`config.mk`:
```
export PLATFORM = sky130hd
export DESIGN_NAME = booth_seq_divider
export DESIGN_NICKNAME = d
export VERILOG_FILES = /design/src/rtl/div_pkg.sv /design/src/rtl/restoring_div_step.sv /design/src/rtl/booth_seq_divider.sv
export SDC_FILE = /design/constraint.sdc
export NUM_CORES = 1
export LEC_CHECK = 0
export ABC_AREA = 1
export CAP_MARGIN = 5
export CORE_UTILIZATION = 55
export CTS_CLUSTER_SIZE = 24
export DETAILED_ROUTE_END_ITERATION = 10
export PLACE_DENSITY = 0.79
export SETUP_SLACK_MARGIN = 0.5
export SYNTH_ARGS = -nofsm -noshare
export SYNTH_HDL_FRONTEND = slang
export SYNTH_SLANG_ARGS = --single-unit
```
`constraint.sdc`:
```
create_clock -name clk -period 1.7 [get_ports clk]
set_input_delay 0.255 -clock clk [delete_from_list [all_inputs] [get_ports clk]]
set_output_delay 0.255 -clock clk [all_outputs]
set_load 0.05 [all_outputs]
```
`src/rtl/div_pkg.sv`:
```
// Shared types, sizes and helpers for the sequential signed divider.
package div_pkg;

  // Default operand width; the divider top uses this as its WIDTH default.
  localparam int DIV_WIDTH = 4;

  // Step counter width, wide enough to count the 2*WIDTH quotient bits.
  localparam int CNT_W = $clog2(2 * DIV_WIDTH + 1);

  // Controller states.
  typedef enum logic [1:0] {
    IDLE = 2'd0,
    CALC = 2'd1,
    FIX  = 2'd2,
    DONE = 2'd3
  } state_t;

  // Magnitude of a 2*DIV_WIDTH-bit signed value, returned one bit wider so
  // that the most negative value still has a representable magnitude.
  function automatic logic [2*DIV_WIDTH:0] abs_ext(input logic [2*DIV_WIDTH-1:0] v);
    logic [2*DIV_WIDTH:0] e;
    e = {v[2*DIV_WIDTH-1], v};
    return e[2*DIV_WIDTH] ? -e : e;
  endfunction

endpackage

```
`src/rtl/restoring_div_step.sv`:
```
// One combinational restoring-division iteration: shift the partial
// remainder left, bring in the next dividend bit, subtract the divisor
// magnitude when it fits.
module restoring_div_step #(
  parameter int PW = 5
) (
  input  logic [PW-1:0] partial,
  input  logic [PW-1:0] dmag,
  input  logic          bit_in,
  output logic [PW-1:0] next_partial,
  output logic          q_bit
);

  logic [PW-1:0] trial;

  // The partial remainder is always below the divisor magnitude, so its top
  // bit is zero and can be dropped by the shift without losing information.
  always_comb begin
    trial        = PW'({partial, bit_in});
    next_partial = trial;
    q_bit        = 1'b0;
    if (trial >= dmag) begin
      next_partial = trial - dmag;
      q_bit        = 1'b1;
    end
  end

endmodule

```
`src/rtl/booth_seq_divider.sv`:
```
// Sequential signed divider: 2*WIDTH-bit dividend by WIDTH-bit divisor,
// quotient truncated toward zero, remainder carrying the dividend's sign.
//
// Handshake: start is sampled only in IDLE; the rising edge that sees it
// captures the operands. busy is high while the operation is in progress
// (CALC and FIX), done pulses for exactly one cycle when the registered
// results and flags become valid, and those outputs then hold until the
// next accepted start. start while busy is dropped, never queued.
module booth_seq_divider
  import div_pkg::*;
#(
  parameter int WIDTH = DIV_WIDTH
) (
  input  logic               clk,
  input  logic               rst,
  input  logic               start,
  input  logic [2*WIDTH-1:0] dividend,
  input  logic [WIDTH-1:0]   divisor,
  output logic [2*WIDTH-1:0] quotient,
  output logic [WIDTH-1:0]   remainder,
  output logic               busy,
  output logic               done,
  output logic               div_by_zero,
  output logic               overflow,
  output state_t             fsm_state
);

  localparam int DW = 2 * WIDTH;
  localparam int PW = WIDTH + 1;
  localparam int CW = CNT_W;
  localparam logic [CW-1:0] LAST_CNT = CW'(DW - 1);

  state_t state_q, state_d;

  logic [CW-1:0] cnt_q;
  logic [DW-1:0] dvd_sh_q;   // dividend magnitude, consumed MSB first
  logic [DW-1:0] q_sh_q;     // quotient magnitude, built LSB last
  logic [PW-1:0] part_q;     // partial remainder
  logic [PW-1:0] dmag_q;     // divisor magnitude
  logic          neg_q_q;    // quotient needs negating
  logic          neg_r_q;    // remainder needs negating
  logic          dz_q;
  logic          ovf_q;

  logic [DW-1:0] quotient_q;
  logic [WIDTH-1:0] remainder_q;
  logic          div_by_zero_q;
  logic          overflow_q;

  logic [DW:0]   dvd_mag;
  logic [PW-1:0] dsr_sx;
  logic [PW-1:0] dsr_mag;
  logic          is_min_dvd;
  logic [PW-1:0] step_part;
  logic          step_q;
  logic [DW-1:0] q_signed;

  // Operand magnitudes and special-case detection at capture time.
  always_comb begin
    dvd_mag    = abs_ext(dividend);
    dsr_sx     = {divisor[WIDTH-1], divisor};
    dsr_mag    = dsr_sx[PW-1] ? -dsr_sx : dsr_sx;
    is_min_dvd = (dvd_mag == {2'b01, {(DW-1){1'b0}}}) && dividend[DW-1];
    q_signed   = neg_q_q ? -q_sh_q : q_sh_q;
  end

  restoring_div_step #(.PW(PW)) u_step (
    .partial      (part_q),
    .dmag         (dmag_q),
    .bit_in       (dvd_sh_q[DW-1]),
    .next_partial (step_part),
    .q_bit        (step_q)
  );

  // State register.
  always_ff @(posedge clk) begin
    if (rst) state_q <= IDLE;
    else     state_q <= state_d;
  end

  // Next-state logic: fixed-length walk IDLE -> CALC x 2*WIDTH -> FIX -> DONE.
  always_comb begin
    state_d = state_q;
    case (state_q)
      IDLE:    if (start) state_d = CALC;
      CALC:    if (cnt_q == LAST_CNT) state_d = FIX;
      FIX:     state_d = DONE;
      DONE:    state_d = IDLE;
      default: state_d = IDLE;
    endcase
  end

  // Datapath: operand capture, one quotient bit per CALC cycle, sign fix-up
  // and result registration in FIX.
  always_ff @(posedge clk) begin
    if (rst) begin
      cnt_q         <= '0;
      dvd_sh_q      <= '0;
      q_sh_q        <= '0;
      part_q        <= '0;
      dmag_q        <= '0;
      neg_q_q       <= 1'b0;
      neg_r_q       <= 1'b0;
      dz_q          <= 1'b0;
      ovf_q         <= 1'b0;
      quotient_q    <= '0;
      remainder_q   <= '0;
      div_by_zero_q <= 1'b0;
      overflow_q    <= 1'b0;
    end else begin
      case (state_q)
        IDLE: begin
          if (start) begin
            cnt_q         <= '0;
            dvd_sh_q      <= DW'(dvd_mag);
            q_sh_q        <= '0;
            part_q        <= '0;
            dmag_q        <= dsr_mag;
            neg_q_q       <= dividend[DW-1] ^ divisor[WIDTH-1];
            neg_r_q       <= dividend[DW-1];
            dz_q          <= (divisor == '0);
            ovf_q         <= is_min_dvd && (divisor == '1);
            div_by_zero_q <= 1'b0;
            overflow_q    <= 1'b0;
          end
        end
        CALC: begin
          part_q   <= step_part;
          q_sh_q   <= {q_sh_q[DW-2:0], step_q};
          dvd_sh_q <= {dvd_sh_q[DW-2:0], 1'b0};
          cnt_q    <= cnt_q + CW'(1);
        end
        FIX: begin
          div_by_zero_q <= dz_q;
          overflow_q    <= ovf_q && !dz_q;
          if (dz_q) begin
            quotient_q  <= '0;
            remainder_q <= '0;
          end else if (ovf_q) begin
            quotient_q  <= {1'b1, {(DW-1){1'b0}}};
            remainder_q <= '0;
          end else begin
            quotient_q  <= q_signed;
            remainder_q <= WIDTH'(neg_r_q ? -part_q : part_q);
          end
        end
        default: ;
      endcase
    end
  end

  assign quotient    = quotient_q;
  assign remainder   = remainder_q;
  assign div_by_zero = div_by_zero_q;
  assign overflow    = overflow_q;
  assign busy        = (state_q == CALC) || (state_q == FIX);
  assign done        = (state_q == DONE);
  assign fsm_state   = state_q;

endmodule

```
### Word level (Yosys, flattened, before mapping)

Index checks and enable logic that the tools add are counted.
W data, S select, Z words.

* flip-flop bits (word level): 49
* output and inout bits: 18

* add/sub/neg operators: 6
* $lt $le $gt $ge: 1
* equality and inequality tests: 8
* multiplexer cells: 24
* bitwise logic cells: 1
* reduce and logical (&&, ||, !) cells: 13

Operators by type and width (count)
* $mux W8: 5
* $pmux W8 S2: 2
* $mux W4: 6
* $pmux W4 S2: 2
* $eq A9 B8 Y1 const B: 1
* $mux W9: 1
* $neg A9 Y9: 1
* $neg A8 Y8: 1
* $pmux W2 S4: 1
* $reduce_and A2 Y1: 4
* $ge A5 B5 Y1: 1
* $mux W5: 1
* $neg A5 Y5: 1
* $add A4 B1 Y4 const B: 1
* $eq A2 B2 Y1 const B: 2
* $eq A4 B3 Y1 const B: 1
* $eq A4 B4 Y1 const B: 1
* $logic_not A4 Y1: 1
* $mux W2: 2
* $ne A2 B2 Y1 const B: 2
* $neg A4 Y4: 1
* $pmux W1 S2: 2
* $reduce_bool A2 Y1: 2
* $sub A4 B4 Y4: 1
* other kinds (7): 10

### Longest topological paths before layout

* word-level depth: 5
* depth in mapped cells: 10
* depth with buffers taken out: 10

### Hierarchy

Synthesis repeated with hierarchy kept, for this count alone.

* cells, all modules: 403
* area, all modules: 2816.5 um^2

Modules (own cells, without submodules)
* booth_seq_divider: times used 1, cells an instance 337, area an instance 2437.3 um^2, seq. area each 1001.0 um^2
* restoring_div_step: times used 1, cells an instance 66, area an instance 379.1 um^2, seq. area each 0.0 um^2

### Worst setup path before layout

No wires, ideal clock.

* path type: flip-flop to flip-flop
* start: register state_q[0], in the netlist fsm_state[0]
* end: register dvd_sh_q[7]
* data arrival time: 1.636 ns
* data required time: 1.581 ns
* slack: -0.056 ns
* cell stages (with the launch flop): 8
* path buffers: 1
* period minus slack after synthesis: 1.756 ns
* cell sequence: dfxtp_1 > inv_1 > ha_1 > o21ai_2 > inv_2 > buf_6 > a21oi_2 > a21oi_1

* cells in the longest elaborated chain, start to end: 3
* elaborated cells between the ends (all ways): 6

Ends and longest elaborated chain
* start, declared: RTL line booth_seq_divider.sv:33 `state_t state_q, state_d;`
* start signal, assigned: RTL line booth_seq_divider.sv:78 `else state_q <= state_d;`
* $eq A2 B1 Y1 / $logic_not A2 Y1 (equally long branches): RTL line booth_seq_divider.sv:111 `case (state_q)`
* $reduce_bool A2 Y1 (no line) / $ne A2 B2 Y1 (equally long branches)
* $reduce_and A2 Y1 (no line)
* end signal, assigned: RTL line booth_seq_divider.sv:115 `dvd_sh_q <= DW'(dvd_mag);`
* end signal, assigned: RTL line booth_seq_divider.sv:130 `dvd_sh_q <= {dvd_sh_q[DW-2:0], 1'b0};`
* end, declared: RTL line booth_seq_divider.sv:36 `logic [DW-1:0] dvd_sh_q;`

Parallel ways exist; a longest one is shown, timed or not.
A chain may end at the register's enable or synchronous reset.

### Final worst setup path

* start: register state_q[0], in the netlist fsm_state[0]
* end: register ovf_q

* cells in the longest elaborated chain, start to end: 2

Ends and longest elaborated chain
* $logic_not A2 Y1: RTL line booth_seq_divider.sv:111
* $reduce_and A2 Y1 (no line)
* end signal, assigned: RTL line booth_seq_divider.sv:122 `ovf_q <= is_min_dvd && (divisor == '1);`
* end, declared: RTL line booth_seq_divider.sv:43 `logic ovf_q;`

No other way between the ends.

==> impl_metrics.yaml <==
global_route:
  grt_pass1_wl_mm: 12.2
  antenna_found_initial: 0
  grt_overflow: 0
  track_usage_pct: 30.4
  grt_pass1_vias: 2663
  grt_max_degree: 35
hold_path:
  hp-class: "in2reg"
setup_path:
  crit_path_end: "ovf_q"
  crit_required_ns: 1.94
  cpLargestDelayFamily: "simple AND/OR/NAND/NOR gates"
  crit_type: "reg2reg"
  r2r-end: "ovf_q"
  slowest_stage: "dfxtp_4"
  end_kind: "flip-flop"
  path_depth: 8
  cp.arrival_ns: 1.78
  r2r_slack_ns: 0.17
  crit_start: "fsm_state[0]"
  cp_max_fo: 5
  crit_path_start_kind: "flip-flop"
  max_stage_delay_ns: 0.39
  crit_buf_inv: 1
  cp_cell_sequence: "inv_4, ha_4, nand2_8, nor2_4, nand3_2, nor3_2, nand3_1, a21oi_2"
  reg2reg_depth: 8
  worstReg2RegStart: "fsm_state[0]"
synthesis:
  ys_seq_area_share_pct: 36.6
  synthFlopType: "dfxtp_1"
  netlist_instances: 378
  netlist_area_sq_mm: 0.00268
  synth_cell_type_count: 36
  synth_edf_count: 0
  ys_seq_elements: 49
  ys_warn_count: 0
  synth-async-reset-ratio_pct: 0
  synth_area_per_cell_sq_um: 7.10
  synth_fp_nets: 409
detailed_routing:
  postRouteAntennaNets: 0
  routed_wl_mm: 9.03
  viasPerCell: 5.87
  drt_iter0_markers: 278
  drc: 0
  avgRoutedWirePerCell_um: 17.5
  firstDrtPassIters: 6
  vias: 3022
cells_and_area:
  final_util_pct: 85.4
  multiInputGateArea_sq_mm: 0.00187
  drive_gt1_share_pct: 41.5
  area_delta_synth_final_pct: 50.3
  regArea_sq_mm: 0.00102
  antenna_cells: 0
  fin_nets: 478
  fin_cells: 515
  fill_cells: 240
floorplan:
  die_h_um: 71.8
  dieArea_sq_mm: 0.00516
  core_area_sq_mm: 0.00472
  die_width_um: 71.8
  initial_core_util_pct: 56.8
  rows: 25
  ios: 33
power:
  power.leakage_nw: 1.64
  p_per_area_mw_per_mm2: 1070
  vdd_ir_drop_max_mv: 0.745
  power.total_w: 0.00432
clocking:
  clk_pin_slew_ns: 0.10
  ctsLongestPathBuffers: 2
  cts_root_buf: "clkbuf_8"
  clk_latency_ns: 0.32
  cts_sinks: 49
  cts-htree-levels: 2
  cts_tree: "done"
  cts_buffers: 5
timing:
  setup_slack_ns: 0.169
  fmax_mhz: 653
  finalClockSkew_ns: 0.00781
  finalSetupViolCount: 0
  rsz0062_at_grt: "true"
  hold_violations: 0
  finalCritPeriodShare_pct: 90.1
  slew_viol_final: 0
  max-slew-margin-rel_pct: 64.3
  tightest_slew_ns: 0.536
  layout_min_cycle_time_ns: 1.53
placement:
  dp_cells: 472
  portBuffers: 32
  routabilityCongestion: 0.815
  dp_worst_setup_slack_ns: -0.0400
  hpwl_mm: 4.25
outcome:
  status: "completed"
run:
  cap_violations: 0
[tightest hold or removal path: stages]
cell and delay, ns:
dlygate4sd2_1 0.29, nor2_4 0.14, nor3_1 0.06
[per-layer routing]
metal  routed length, um  vias to the layer above  part of all wire [%]  track usage (%)
li1                    -                     1393                     -                -
met1                3500                     1428                    39             36.0
met2                4630                      158                    51             52.4
met3                 514                       43                   5.7             5.77
met4                 391                        0                   4.3             15.5
met5                   0                        -                     0                0
[per-stage QoR]
step	TNS, ns	instance area [sq um]	hold slack (ns)
floorplan	0	2790	0.419
global placement	0	3130	0.446
detailed placement	-0.0400	3130	0.453
CTS	0	3710	0.424
global route	0	4030	0.474
finish	0	4030	0.461
[synth_stat cells, types with 2 or more instances]
| master | count | area [sq um] |
|---|---|---|
| ha_1 | 15 | 188 |
| a21oi_2 | 6 | 52.6 |
| buf_6 | 3 | 33.8 |
| xor2_1 | 5 | 43.8 |
| a22oi_1 | 2 | 15.0 |
| buf_4 | 2 | 15.0 |
| o211ai_1 | 2 | 15.0 |
| nand3_1 | 24 | 120 |
| inv_2 | 6 | 22.5 |
| clkbuf_1 | 4 | 15.0 |
| buf_2 | 4 | 20.0 |
| nor2_1 | 18 | 67.6 |
| nand2_1 | 92 | 345 |
| o21ai_0 | 19 | 95.1 |
| a21oi_1 | 52 | 260 |
| dfxtp_1 | 49 | 981 |
| inv_1 | 44 | 165 |
| nand4_1 | 8 | 50.1 |
| nor3_1 | 5 | 25.0 |
| nand3_2 | 2 | 20.0 |
[timing repair]
action                     CTS  global route
gates cloned                 5             2
setup endpoints to repair   50            51
setup buffers               18            10
hold buffers                 0             0
hold endpoints to repair     0             0
pin swaps                   33            20
resized for setup           86            67
[cell type report]
type | instances | share of cell area (%)
Multi-Input combinational cell | 265 | 46.4
Tap cell | 67 | 2.08
Timing Repair inverter | 5 | 1.30
Timing Repair Buffer | 70 | 16.3
Inverter | 51 | 5.80
Clock inverter | 3 | 1.15
Sequential cell | 49 | 25.3
Clock buffer | 5 | 1.71
[worst min path at each step]
stage	start	endpoint	slack, ns	depth (start not counted)
2_1_floorplan	dividend[0]	dvd_sh_q[0]	0.42	2
3_3_place_gp	dmag_q[4]	dmag_q[4]	0.45	2
3_5_place_dp	dmag_q[4]	dmag_q[4]	0.45	2
4_1_cts	divisor[0]	dmag_q[0]	0.42	3
5_1_grt	divisor[0]	dmag_q[0]	0.47	3
6_report	divisor[0]	dmag_q[0]	0.46	3
[report_power, final]
group / internal, W / switching [W] / total (W)
clock: 0.000441 / 0.000442 / 0.000883
combinational: 0.000862 / 0.00117 / 0.00203
sequential: 0.00126 / 0.000142 / 0.00140
[logic make-up after synthesis]
| family | after synthesis | share of synthesized area [%] |
|---|---|---|
| AOI/OAI and AO/OA | 86 | 17.7 |
| buffers and inverters | 64 | 10.3 |
| and+or+nand+nor | 158 | 26.1 |
| DFF | 49 | 36.6 |
| xor gates and xnor gates | 5 | 1.63 |
| adders and majority gates | 16 | 7.74 |
[cell usage in the layout (no fill, tap or decap), types with 3 or more instances in the layout]
cell,n
inv_1,34
nand2_1,72
ha_1,4
a21oi_1,32
nor3_1,4
o21ai_1,7
nand2_4,6
nor2_1,14
buf_6,11
dfxtp_1,30
inv_6,5
ha_4,10
dfxtp_4,6
nand2_2,14
buf_4,40
inv_4,3
a21oi_4,3
nand3_2,3
clkdlybuf4s50_1,12
nand3_1,22
inv_2,9
nand4_1,8
a21oi_2,23
o21ai_0,8
nor2_4,5
o21ai_2,4
clkbuf_8,5
dfxtp_2,13
xor2_1,4
[state kept, by name (all words and copies together), names as in the netlist]
register	count
dvd_sh_q	8
q_sh_q	8
quotient	8
dmag_q	5
cnt_q	4
part_q	4
remainder	4
fsm_state	2
div_by_zero	1
dz_q	1
neg_q_q	1
neg_r_q	1
overflow	1
ovf_q	1
(Power assumes the default switching activity.)
